[src/rtl/cluster_clk_seq.sv]
`default_nettype none
// ============================================================================
// Module   : cluster_clk_seq
// Purpose  : Staggered cluster clock-enable ramp, reset/debug-init release and
//            run-time clock-stop handshake for a row of cluster clock headers.
//            Optional scan bypass: CLUSTER_CLK_SEQ_SCAN_BYPASS_EN.
// Revision : 1.0 - initial release
// ============================================================================
module cluster_clk_seq #(
    parameter int NUM_CL   = 4,
    parameter int STAGGER  = 4,
    parameter int RST_HOLD = 16,
    parameter int DBG_HOLD = 8
) (
    input  logic              gclk,
    input  logic              grst,
    input  logic              dbg_req,
    input  logic [NUM_CL-1:0] stop_req,
    input  logic              se,
    output logic [NUM_CL-1:0] cluster_cken,
    output logic              grst_l,
    output logic              gdbginit_l,
    output logic [NUM_CL-1:0] stop_ack,
    output logic              seq_done
);

    localparam int C_MAX_HOLD = (STAGGER > RST_HOLD)
                              ? ((STAGGER > DBG_HOLD) ? STAGGER : DBG_HOLD)
                              : ((RST_HOLD > DBG_HOLD) ? RST_HOLD : DBG_HOLD);
    localparam int CNT_W = $clog2(C_MAX_HOLD) + 1;
    localparam int IDX_W = $clog2(NUM_CL + 1);

    typedef enum logic [1:0] {
        S_RAMP = 2'd0,
        S_HOLD = 2'd1,
        S_DBG  = 2'd2,
        S_RUN  = 2'd3
    } state_t;

    state_t              state_q,  state_d;
    logic [CNT_W-1:0]    cnt_q,    cnt_d;
    logic [IDX_W-1:0]    idx_q,    idx_d;
    logic [NUM_CL-1:0]   cken_q,   cken_d;
    logic [NUM_CL-1:0]   ack_q,    ack_d;
    logic                grst_l_q, grst_l_d;
    logic                dbg_l_q,  dbg_l_d;
    logic                done_q,   done_d;

    logic [NUM_CL-1:0]   w_stop_set;
    logic [NUM_CL-1:0]   w_stop_clr;

    // A new stop request and a released request are independent per cluster
    assign w_stop_set = stop_req & ~ack_q;
    assign w_stop_clr = ~stop_req & ack_q;

    always_comb begin
        state_d  = state_q;
        cnt_d    = cnt_q;
        idx_d    = idx_q;
        cken_d   = cken_q;
        ack_d    = ack_q;
        grst_l_d = grst_l_q;
        dbg_l_d  = dbg_l_q;
        done_d   = done_q;
        case (state_q)
            S_RAMP: begin
                if (cnt_q == CNT_W'(STAGGER - 1)) begin
                    cnt_d = '0;
                    for (int i = 0; i < NUM_CL; i++) begin
                        if (idx_q == IDX_W'(i)) begin
                            cken_d[i] = 1'b1;
                        end
                    end
                    idx_d = idx_q + IDX_W'(1);
                    if (idx_q == IDX_W'(NUM_CL - 1)) begin
                        state_d = S_HOLD;
                    end
                end else begin
                    cnt_d = cnt_q + CNT_W'(1);
                end
            end
            S_HOLD: begin
                if (cnt_q == CNT_W'(RST_HOLD - 1)) begin
                    cnt_d    = '0;
                    grst_l_d = 1'b1;
                    state_d  = S_DBG;
                end else begin
                    cnt_d = cnt_q + CNT_W'(1);
                end
            end
            S_DBG: begin
                // Clock-stop state stays frozen here; pending requests wait for RUN
                if (cnt_q == CNT_W'(DBG_HOLD - 1)) begin
                    cnt_d   = '0;
                    dbg_l_d = 1'b1;
                    done_d  = 1'b1;
                    state_d = S_RUN;
                end else begin
                    cnt_d = cnt_q + CNT_W'(1);
                end
            end
            S_RUN: begin
                ack_d  = ack_q ^ (w_stop_set | w_stop_clr);
                cken_d = (cken_q & ~w_stop_set) | w_stop_clr;
                if (dbg_req) begin
                    cnt_d   = '0;
                    dbg_l_d = 1'b0;
                    done_d  = 1'b0;
                    state_d = S_DBG;
                end
            end
            default: begin
                state_d = S_RAMP;
            end
        endcase
    end

    always_ff @(posedge gclk) begin
        if (grst) begin
            state_q  <= S_RAMP;
            cnt_q    <= '0;
            idx_q    <= '0;
            cken_q   <= '0;
            ack_q    <= '0;
            grst_l_q <= 1'b0;
            dbg_l_q  <= 1'b0;
            done_q   <= 1'b0;
        end else begin
            state_q  <= state_d;
            cnt_q    <= cnt_d;
            idx_q    <= idx_d;
            cken_q   <= cken_d;
            ack_q    <= ack_d;
            grst_l_q <= grst_l_d;
            dbg_l_q  <= dbg_l_d;
            done_q   <= done_d;
        end
    end

`ifdef CLUSTER_CLK_SEQ_SCAN_BYPASS_EN
    // Scan forces headers on and out of reset without disturbing the sequencer
    assign cluster_cken = se ? {NUM_CL{1'b1}} : cken_q;
    assign grst_l       = se | grst_l_q;
`else
    logic w_unused_se;
    assign w_unused_se  = se;
    assign cluster_cken = cken_q;
    assign grst_l       = grst_l_q;
`endif

    assign gdbginit_l = dbg_l_q;
    assign stop_ack   = ack_q;
    assign seq_done   = done_q;

endmodule
`default_nettype wire

[config.mk]
export PLATFORM = sky130hd
export DESIGN_NAME = cluster_clk_seq
export DESIGN_NICKNAME = d
export VERILOG_FILES = /design/src/rtl/cluster_clk_seq.sv
export SDC_FILE = /design/constraint.sdc
export NUM_CORES = 1
export LEC_CHECK = 0
export CORE_MARGIN = 5
export CORE_UTILIZATION = 55
export DETAILED_ROUTE_END_ITERATION = 8
export GPL_TIMING_DRIVEN = 0
export PLACE_DENSITY = 0.89
export SYNTH_ARGS = -nofsm -noshare
export SYNTH_HDL_FRONTEND = slang
export SYNTH_SLANG_ARGS = --single-unit
[constraint.sdc]
create_clock -name gclk -period 3.8 [get_ports gclk]
set_input_delay 0.57 -clock gclk [delete_from_list [all_inputs] [get_ports gclk]]
set_output_delay 0.57 -clock gclk [all_outputs]
set_load 0.005 [all_outputs]
==> results.ini, run 1 <==
[clock_network]
hold_buffers=0
cts_buffer_depth=2
cts_resized=0
cts_setup_buffers=0
cts_tree=done
clkTransAtPathRegs_ns=0.12
cts_buffers=3
h-tree-depth=1
cts_root_buffer=clkbuf_4
clock_latency_ns=0.31
clkSinkCount=20

[synth]
synth_area_leaders=dfxtp_1 33%, ha_1 16%, a21oi_1 5.3%
synth_common_cells=20 x dfxtp_1, 16 x ha_1, 15 x inv_1, 13 x a21oi_1, 9 x nand3_1
synth_area_per_cell_um2=8.71
synth_cell_types=40
syn_nets=165
synth_edf_count=0
synth_most_common_cell=dfxtp_1
synth-seq-cells=20
synth_cells=141
yosys_warnings=0
synth_area_um2=1230
synth_top_cell_by_area=dfxtp_1
synth_top_area_share=0.326
ys_async_sr_fraction=0
synth_seq_area_share=0.326
synth_ff_type=dfxtp_1

[route]
drt-total-wl_mm=2.66
vias=1104
drt-initial-drc-count=22
viasPerCell=5.81
firstDrtPassIters=4
drc=0
ant_nets=0
wire_per_inst_um=14.0

[power_and_ir_drop]
leakage_nw=0.555
sw_frac_of_total=0.235
p_int_mw=0.350
clkPwrFrac=0.391
vdd_ir_drop_max_uv=309
netSwitchingPower_mw=0.108
power.density_nw_per_um2=308
power_frac_comb=0.123
seq_power_share=0.486

[die]
die_h_um=57.2
core_um2=2170
num_rows=17
die_area_um2=3280
die_x_um=57.2
initial_utilization=0.566
ios=19

[layout]
final_cells=190
final_nets=187
drive_above_1_share=0.0741
diodes=0
area_growth_pct=21.0
finish.instance_area_um2=1490

[run]
drv_cap=0

[placed_design]
hpwl_mm=2.02
port_buffers=17
gp_congestion=0.775
dp_cells=186
post_dp_cell_area_um2=1430

[setup_path]
crit_arrival_ns=1.27
cp-start-kind=flop
endpoint_kind=primary output
cp_top_family=buffers and inverters
path_cells=buf_4 > clkdlybuf4s50_1
cp_slowest_cell=clkdlybuf4s50_1
crit_buf_inv=2
slowest_delay_ns=0.48
required_ns=3.23
path_max_fanout=3
crit_type=reg2out

[hold_path]
hold_path.class=reg2reg

[timing]
period_minus_slack_ns=1.84
hold_viol=0
rsz0062_at_grt=false
clock_skew_ns=0.000875
final-max-slew-violation-count=0
period_share=0.485
timing.fmax_mhz=542
relSlewSlack=0.621
setup_viol=0
whs_ns=0.482
worstMarginPinSlew_ns=0.564
setup_tns_ns=0

[global_routing]
grt.overflow.total=0
antenna_found_initial=0
grt_pass1_vias=1056
grt_max_degree=13
groute.usage.overall=0.178
grt_pass1_wl_mm=4.64

[outcome]
status=complete, no violations

==> worst min-delay path: stages, from the launching register on <==
cell and delay (ns):
dfxtp_1 0.34, nand2_1 0.06, a21oi_1 0.05
==> power groups by stage <==
| stage | clock network [mW] | registers [mW] | logic (mW) |
|---|---|---|---|
| final | 0.179 | 0.222 | 0.0561 |
| after global routing | 0.188 | 0.223 | 0.0637 |
| after global placement | 0 | 0.226 | 0.0520 |
| after detailed placement | 0 | 0.227 | 0.0559 |
| after floorplan | 0 | 0.226 | 0.0363 |
| after CTS | 0.180 | 0.222 | 0.0564 |
==> per-stage QoR <==
stage | utilization | setup WS (ns) | total power, mW
3_5_place_dp | 0.660 | 1.81 | 0.283
2_1_floorplan | - | 2.21 | 0.262
4_1_cts | 0.685 | 1.94 | 0.458
3_3_place_gp | 0.660 | 1.87 | 0.278
6_report | 0.685 | 1.96 | 0.458
5_1_grt | 0.685 | 1.80 | 0.475
==> path summary, 6_finish.rpt <==
| check | slack, ns | endpoint | cells past startpoint | start |
|---|---|---|---|---|
| max reg2reg | 1.98 | cnt_q[3]$_SDFFE_PP0P_ | 7 | cnt_q[0]$_SDFFE_PP0P_ |
| max | 1.96 | seq_done | 2 | seq_done$_SDFFE_PP0P_ |
| min | 0.48 | seq_done$_SDFFE_PP0P_ | 2 | seq_done$_SDFFE_PP0P_ |
| min reg2reg | 0.48 | seq_done$_SDFFE_PP0P_ | 2 | seq_done$_SDFFE_PP0P_ |
==> cells by family (layout without fill, tap and decap cells) <==
kind of cell,after synthesis,count (layout),share of synthesized area
and+or+nand+nor,39,39,0.196
xor gates and xnor gates,1,1,0.00714
buffers and inverters,23,44,0.0928
muxes,1,1,0.00816
AOI/OAI and AO/OA,41,41,0.207
DFF,20,20,0.326
adders and majority gates,16,16,0.163
==> state kept, by name, indices dropped and copies added, names as in the netlist <==
| name | count |
|---|---|
| stop_ack | 4 |
| state_q | 2 |
| idx_q | 3 |
| seq_done | 1 |
| cluster_cken | 4 |
| grst_l | 1 |
| cnt_q | 5 |
==> cells in the final DEF, fill, tap and decap left out, types with 2 or more instances in the layout <==
cell type        instances
a31oi_1                  5
nand2b_1                 4
nand2_1                  5
clkbuf_4                 3
or3_1                    5
dfxtp_1                 20
a32oi_1                  4
inv_1                   15
nor2_1                   2
clkdlybuf4s50_1         17
o21ai_0                  8
clkbuf_1                 2
nand3_1                  9
ha_1                    16
nor2b_1                  3
o22ai_1                  3
nand3b_1                 2
a211oi_1                 2
a21oi_1                 13
==> per-layer routing <==
metal,track usage,up-vias,share of wire
li1,-,552,-
met1,0.223,518,0.43
met3,0.0271,9,0.041
met4,0.106,0,0.033
met2,0.289,25,0.50
met5,0,-,0
==> area by class of cell <==
type,instances,area [µm²]
Fill cell,192,684
Sequential cell,20,400
Inverter,15,56.3
Clock buffer,3,22.5
Timing Repair Buffer,17,170
Multi-Input combinational cell,98,713
Tap cell,28,35.0
Clock inverter,1,30.0
Buffer,8,57.6
Note: power is estimated with default switching activity, not from simulation.
==> run 2, diff against run 1 <==
Settings changed: CORE_UTILIZATION 55 to 52, PLACE_DENSITY 0.89 to 0.85.
Clock period 3.8 ns to 1.9 ns, I/O delays scaled along.
==> run 2 against run 1 <==
Routed wire length rose by 1.0%. Via count fell by 3.4%. Critical path depth rose by 2. First-iteration DRC count fell by 36%. Combinational power rose by 94%. Critical path type is now reg2reg.
==> results.ini, run 2 (same netlist as run 1, synthesis figures left out) <==
[placed_design]
dp_slack_ns=0.129  ; -1.68 ns
hpwl_mm=2.08  ; +3.0%
gp_congestion=0.794  ; +2.5%
dp_cells=186  ; unchanged
port_buffers=17  ; unchanged
post_dp_cell_area_um2=1430  ; unchanged

[timing]
clock_skew_ns=0.00617  ; +0.00529 ns
setup_tns_ns=0  ; unchanged
relSlewSlack=0.606  ; -0.0157
setup_viol=0  ; unchanged
rsz0062_at_grt=false
period_minus_slack_ns=1.75
whs_ns=0.493  ; +0.0102 ns
final-max-slew-violation-count=0  ; unchanged
worstMarginPinSlew_ns=0.587  ; +0.0234 ns
setup_slack_ns=0.148  ; -1.81 ns
period_share=0.922
timing.fmax_mhz=571
hold_viol=0  ; unchanged

[die]
die_x_um=58.6  ; +2.3%
core_um2=2230  ; +2.9%
initial_utilization=0.550  ; -0.0162
ios=19  ; unchanged
num_rows=17  ; unchanged
die_area_um2=3430  ; +4.8%
die_h_um=58.6  ; +2.3%

[layout]
area_growth_pct=20.0
diodes=0  ; unchanged
fill_cells=180  ; -6.3%
final_nets=187  ; unchanged
final_cells=190  ; unchanged
largest-register=cnt_q
largest_reg_flops=5  ; unchanged
final_cell_mix=20 x dfxtp_1, 17 x clkdlybuf4s50_1, 16 x ha_1, 15 x inv_1, 12 x a21oi_1
post-route-util=0.659  ; -0.0252
final_common_cell=dfxtp_1
drive_above_1_share=0.0802  ; +0.00617
finish.instance_area_um2=1470  ; -0.84%

[clock_network]
clock_latency_ns=0.30  ; about the same
cts_setup_buffers=0  ; unchanged
cts_buffer_depth=2  ; unchanged
h-tree-depth=1  ; unchanged
clkSinkCount=20  ; unchanged
clkTransAtPathRegs_ns=0.11  ; about the same
cts_tree=done
cts_root_buffer=clkbuf_4
cts_buffers=3  ; unchanged

[route]
vias=1067  ; -3.4%
viasPerCell=5.62  ; -3.4%
ant_nets=0  ; unchanged
firstDrtPassIters=4  ; unchanged
wire_per_inst_um=14.1  ; +1.0%
drc=0  ; unchanged
drt-total-wl_mm=2.69  ; +1.0%
drt-initial-drc-count=14  ; -36%

[setup_path]
cp-start-kind=flop
path_cells=ha_1 > or3b_4 > or4_4 > a31oi_1
cp_top_family=simple AND/OR/NAND/NOR gates
crit_arrival_ns=1.99  ; +0.72 ns
endpoint_kind=flop
cp_slowest_cell=or3b_4
crit_type=reg2reg
path_max_fanout=6  ; +3
required_ns=2.13  ; -1.10 ns
slowest_delay_ns=0.44  ; -0.04 ns
crit_buf_inv=0  ; -2

[global_routing]
groute.usage.overall=0.166  ; -0.0126
grt_pass1_vias=996  ; -5.7%
grt_max_degree=12  ; -1
grt_pass1_wl_mm=4.37  ; -5.8%
grt.overflow.total=0  ; unchanged
antenna_found_initial=0  ; unchanged

[power_and_ir_drop]
vdd_ir_drop_max_uv=476  ; +54%
finalPower_mw=0.797  ; +74%
power.density_nw_per_um2=542  ; +76%
leakage_nw=0.549  ; -1.1%

[hold_path]
hold_path.class=reg2reg

[outcome]
status=complete, no violations

[run]
drv_cap=0  ; unchanged

[run 2: what timing repair did]
action                                  in CTS  in global routing
hold buffers                                 0                  0
endpoints found under the setup margin       0                  2
resized for setup                            0                  1
[run 2: worst paths after layout]
check,from,endpoint,slack [ns],cells past startpoint
max,cnt_q[0]$_SDFFE_PP0P_,state_q[0]$_SDFFE_PP0P_,0.15,4
min,seq_done$_SDFFE_PP0P_,seq_done$_SDFFE_PP0P_,0.49,2
max reg2reg,cnt_q[0]$_SDFFE_PP0P_,state_q[0]$_SDFFE_PP0P_,0.15,4
min reg2reg,seq_done$_SDFFE_PP0P_,seq_done$_SDFFE_PP0P_,0.49,2
[run 2: where the power goes]
group / internal [mW] / switching, mW / total [mW]
sequential: 0.433 / 0.0116 / 0.444
clock: 0.117 / 0.127 / 0.244
combinational: 0.0528 / 0.0558 / 0.109
[run 2: layer usage]
metal  global-route usage  share of wire  vias up  routed length (µm)
met5                    0              0        -                   0
met3               0.0351          0.031        5                  84
li1                     -              -      546                   -
met4               0.0680          0.017        0                  47
met2                0.289           0.51       14                1360
met1                0.197           0.44      502                1190
[run 2: area by class of cell]
cell class / instances / area, µm² / share of cell area
buffer: 8 / 57.6 / 0.0391
clock buffer: 4 / 36.3 / 0.0246
inverter: 15 / 56.3 / 0.0382
multi-input combinational: 98 / 717 / 0.487
sequential: 20 / 400 / 0.272
tap: 28 / 35.0 / 0.0238
timing repair buffer: 17 / 170 / 0.116
[run 2: tightest hold or removal path: stages (launching register included)]
cell	delay, ns
dfxtp_1	0.34
nand2_1	0.06
a21oi_1	0.06
==> run 3, diff against run 2 <==
Settings changed: CORE_ASPECT_RATIO from default to 1.4, CORE_UTILIZATION 52 to 45, PLACE_DENSITY 0.85 to 0.77.
==> run 3 against run 2 <==
Critical path depth did not move. Cell area rose by 1.2%. Core utilization fell by 9.0 points. Die area rose by 13%. Register-to-register slack got worse by 0.03 ns. Sequential power barely moved. Non-clock buffer count rose by 1. Combinational power barely moved. Clock power rose by 3%. Critical endpoint unchanged. Largest cell class unchanged.
==> results.ini, run 3 (same netlist as run 1, synthesis figures left out) <==
[layout]
final_cells=199  ; +4.7%
finish.instance_area_um2=1490  ; +1.2%
largest_reg_flops=5  ; unchanged
largest-register=cnt_q
final_nets=188  ; +0.53%
final_common_cell=dfxtp_1
final_cell_mix=20 x dfxtp_1, 17 x clkdlybuf4s50_1, 16 x ha_1, 15 x inv_1, 12 x a21oi_1
drive_above_1_share=0.0859  ; +0.00564
diodes=0  ; unchanged
post-route-util=0.570  ; -0.0895
area_growth_pct=21.4

[hold_path]
hp-start=seq_done$_SDFFE_PP0P_
hold_depth=2  ; unchanged
hold_path.class=reg2reg

[timing]
clock_skew_ns=0.0104  ; +0.00420 ns
period_minus_slack_ns=1.79  ; +0.0329 ns
timing.fmax_mhz=560  ; -1.8%
setup_tns_ns=0  ; unchanged
period_share=0.939  ; +0.0173
whs_ns=0.477  ; -0.0154 ns
setup_slack_ns=0.115  ; -0.0329 ns
worstMarginPinSlew_ns=0.585  ; -0.00256 ns
relSlewSlack=0.607  ; +0.00172
final-max-slew-violation-count=0  ; unchanged
hold_viol=0  ; unchanged
setup_viol=0  ; unchanged

[power_and_ir_drop]
sw_frac_of_total=0.251  ; +0.00727
seq_power_share=0.551  ; -0.006
netSwitchingPower_mw=0.203  ; +4.0%
leakage_nw=0.553  ; +0.76%
vdd_ir_drop_max_uv=347  ; -27%
power.density_nw_per_um2=541  ; -0.18%
clkPwrFrac=0.312  ; +0.006
finalPower_mw=0.805  ; +1.0%
power_frac_comb=0.137  ; about the same
p_int_mw=0.603  ; about the same

[global_routing]
grt_pass1_vias=1019  ; +2.3%
groute.usage.overall=0.145  ; -0.0212
grt_pass1_wl_mm=4.28  ; -2.2%
antenna_found_initial=0  ; unchanged
grt_max_degree=12  ; unchanged
grt.overflow.total=0  ; unchanged

[route]
ant_nets=0  ; unchanged
drt-total-wl_mm=2.65  ; -1.5%
drt-initial-drc-count=36  ; +22
drc=0  ; unchanged
viasPerCell=5.54  ; -1.4%
firstDrtPassIters=4  ; unchanged
vias=1102  ; +3.3%
wire_per_inst_um=13.3  ; -5.9%

[placed_design]
dp_cells=194  ; +4.3%
port_buffers=17  ; unchanged
post_dp_cell_area_um2=1440  ; +0.70%
gp_congestion=0.796  ; +0.26%
hpwl_mm=1.99  ; -4.4%
dp_slack_ns=0.110  ; -0.0188 ns

[die]
die_area_um2=3890  ; +13%
initial_utilization=0.469  ; -0.0802
die_x_um=54.1  ; -7.6%
ios=19  ; unchanged
num_rows=22  ; +5
die_h_um=71.8  ; +23%
core_um2=2620  ; +17%

[setup_path]
crit_arrival_ns=2.03  ; +0.04 ns
r2r-start=cnt_q[0]$_SDFFE_PP0P_
cp_top_family=simple AND/OR/NAND/NOR gates
crit_buf_inv=0  ; unchanged
r2r_cells=4  ; unchanged
path_cells=ha_1 > or3b_4 > or4_4 > a31oi_1
crit_type=reg2reg
cp_slowest_cell=or3b_4
path_max_fanout=6  ; unchanged
required_ns=2.14  ; about the same
endpoint_kind=flop
cp-start-kind=flop
slowest_delay_ns=0.44  ; about the same
startpoint=cnt_q[0]$_SDFFE_PP0P_
path_depth=4  ; unchanged

[clock_network]
clock_latency_ns=0.31  ; about the same
h-tree-depth=1  ; unchanged
cts_buffer_depth=2  ; unchanged
clkTransAtPathRegs_ns=0.12  ; about the same
cts_tree=done
cts_buffers=3  ; unchanged
cts_root_buffer=clkbuf_4
clkSinkCount=20  ; unchanged

[run]
drv_cap=0  ; unchanged

[outcome]
status=complete, no violations

## run 3: per-layer routing
metal / wire length [µm] / up-vias / track usage
met3: 98 / 6 / 0.0270
met4: 53 / 0 / 0.0803
li1: - / 550 / -
met2: 1370 / 19 / 0.253
met5: 0 / - / 0
met1: 1130 / 527 / 0.155
## run 3: power by group through the flow
stage / Clock, mW / Combinational [mW] / Sequential, mW
2_1_floorplan: 0 / 0.0725 / 0.451
3_3_place_gp: 0 / 0.104 / 0.452
3_5_place_dp: 0 / 0.109 / 0.453
4_1_cts: 0.261 / 0.110 / 0.444
5_1_grt: 0.277 / 0.124 / 0.446
6_report: 0.251 / 0.110 / 0.444
## run 3: timing repair
item / 4_1_cts / 5_1_grt
hold buffers: 0 / 0
setup buffers: 0 / 1
gates resized for setup: 0 / 1
setup endpoints to repair: 0 / 2
## run 3: tightest hold or removal path: stages, from the launching register on
cell and delay, ns:
dfxtp_1 0.34, nand2_1 0.05, a21oi_1 0.05
## run 3: worst paths after layout
check,slack [ns],to
setup / recovery,0.11,state_q[0]$_SDFFE_PP0P_
hold / removal,0.48,seq_done$_SDFFE_PP0P_
setup reg to reg,0.11,state_q[0]$_SDFFE_PP0P_
hold reg to reg,0.48,seq_done$_SDFFE_PP0P_
## run 3: final cells by class
type | count | area (µm²)
buffer | 8 | 57.6
clock buffer | 4 | 36.3
fill | 237 | 1120
inverter | 15 | 56.3
multi-input combinational | 98 | 717
sequential | 20 | 400
tap | 36 | 45.0
timing repair buffer | 18 | 178
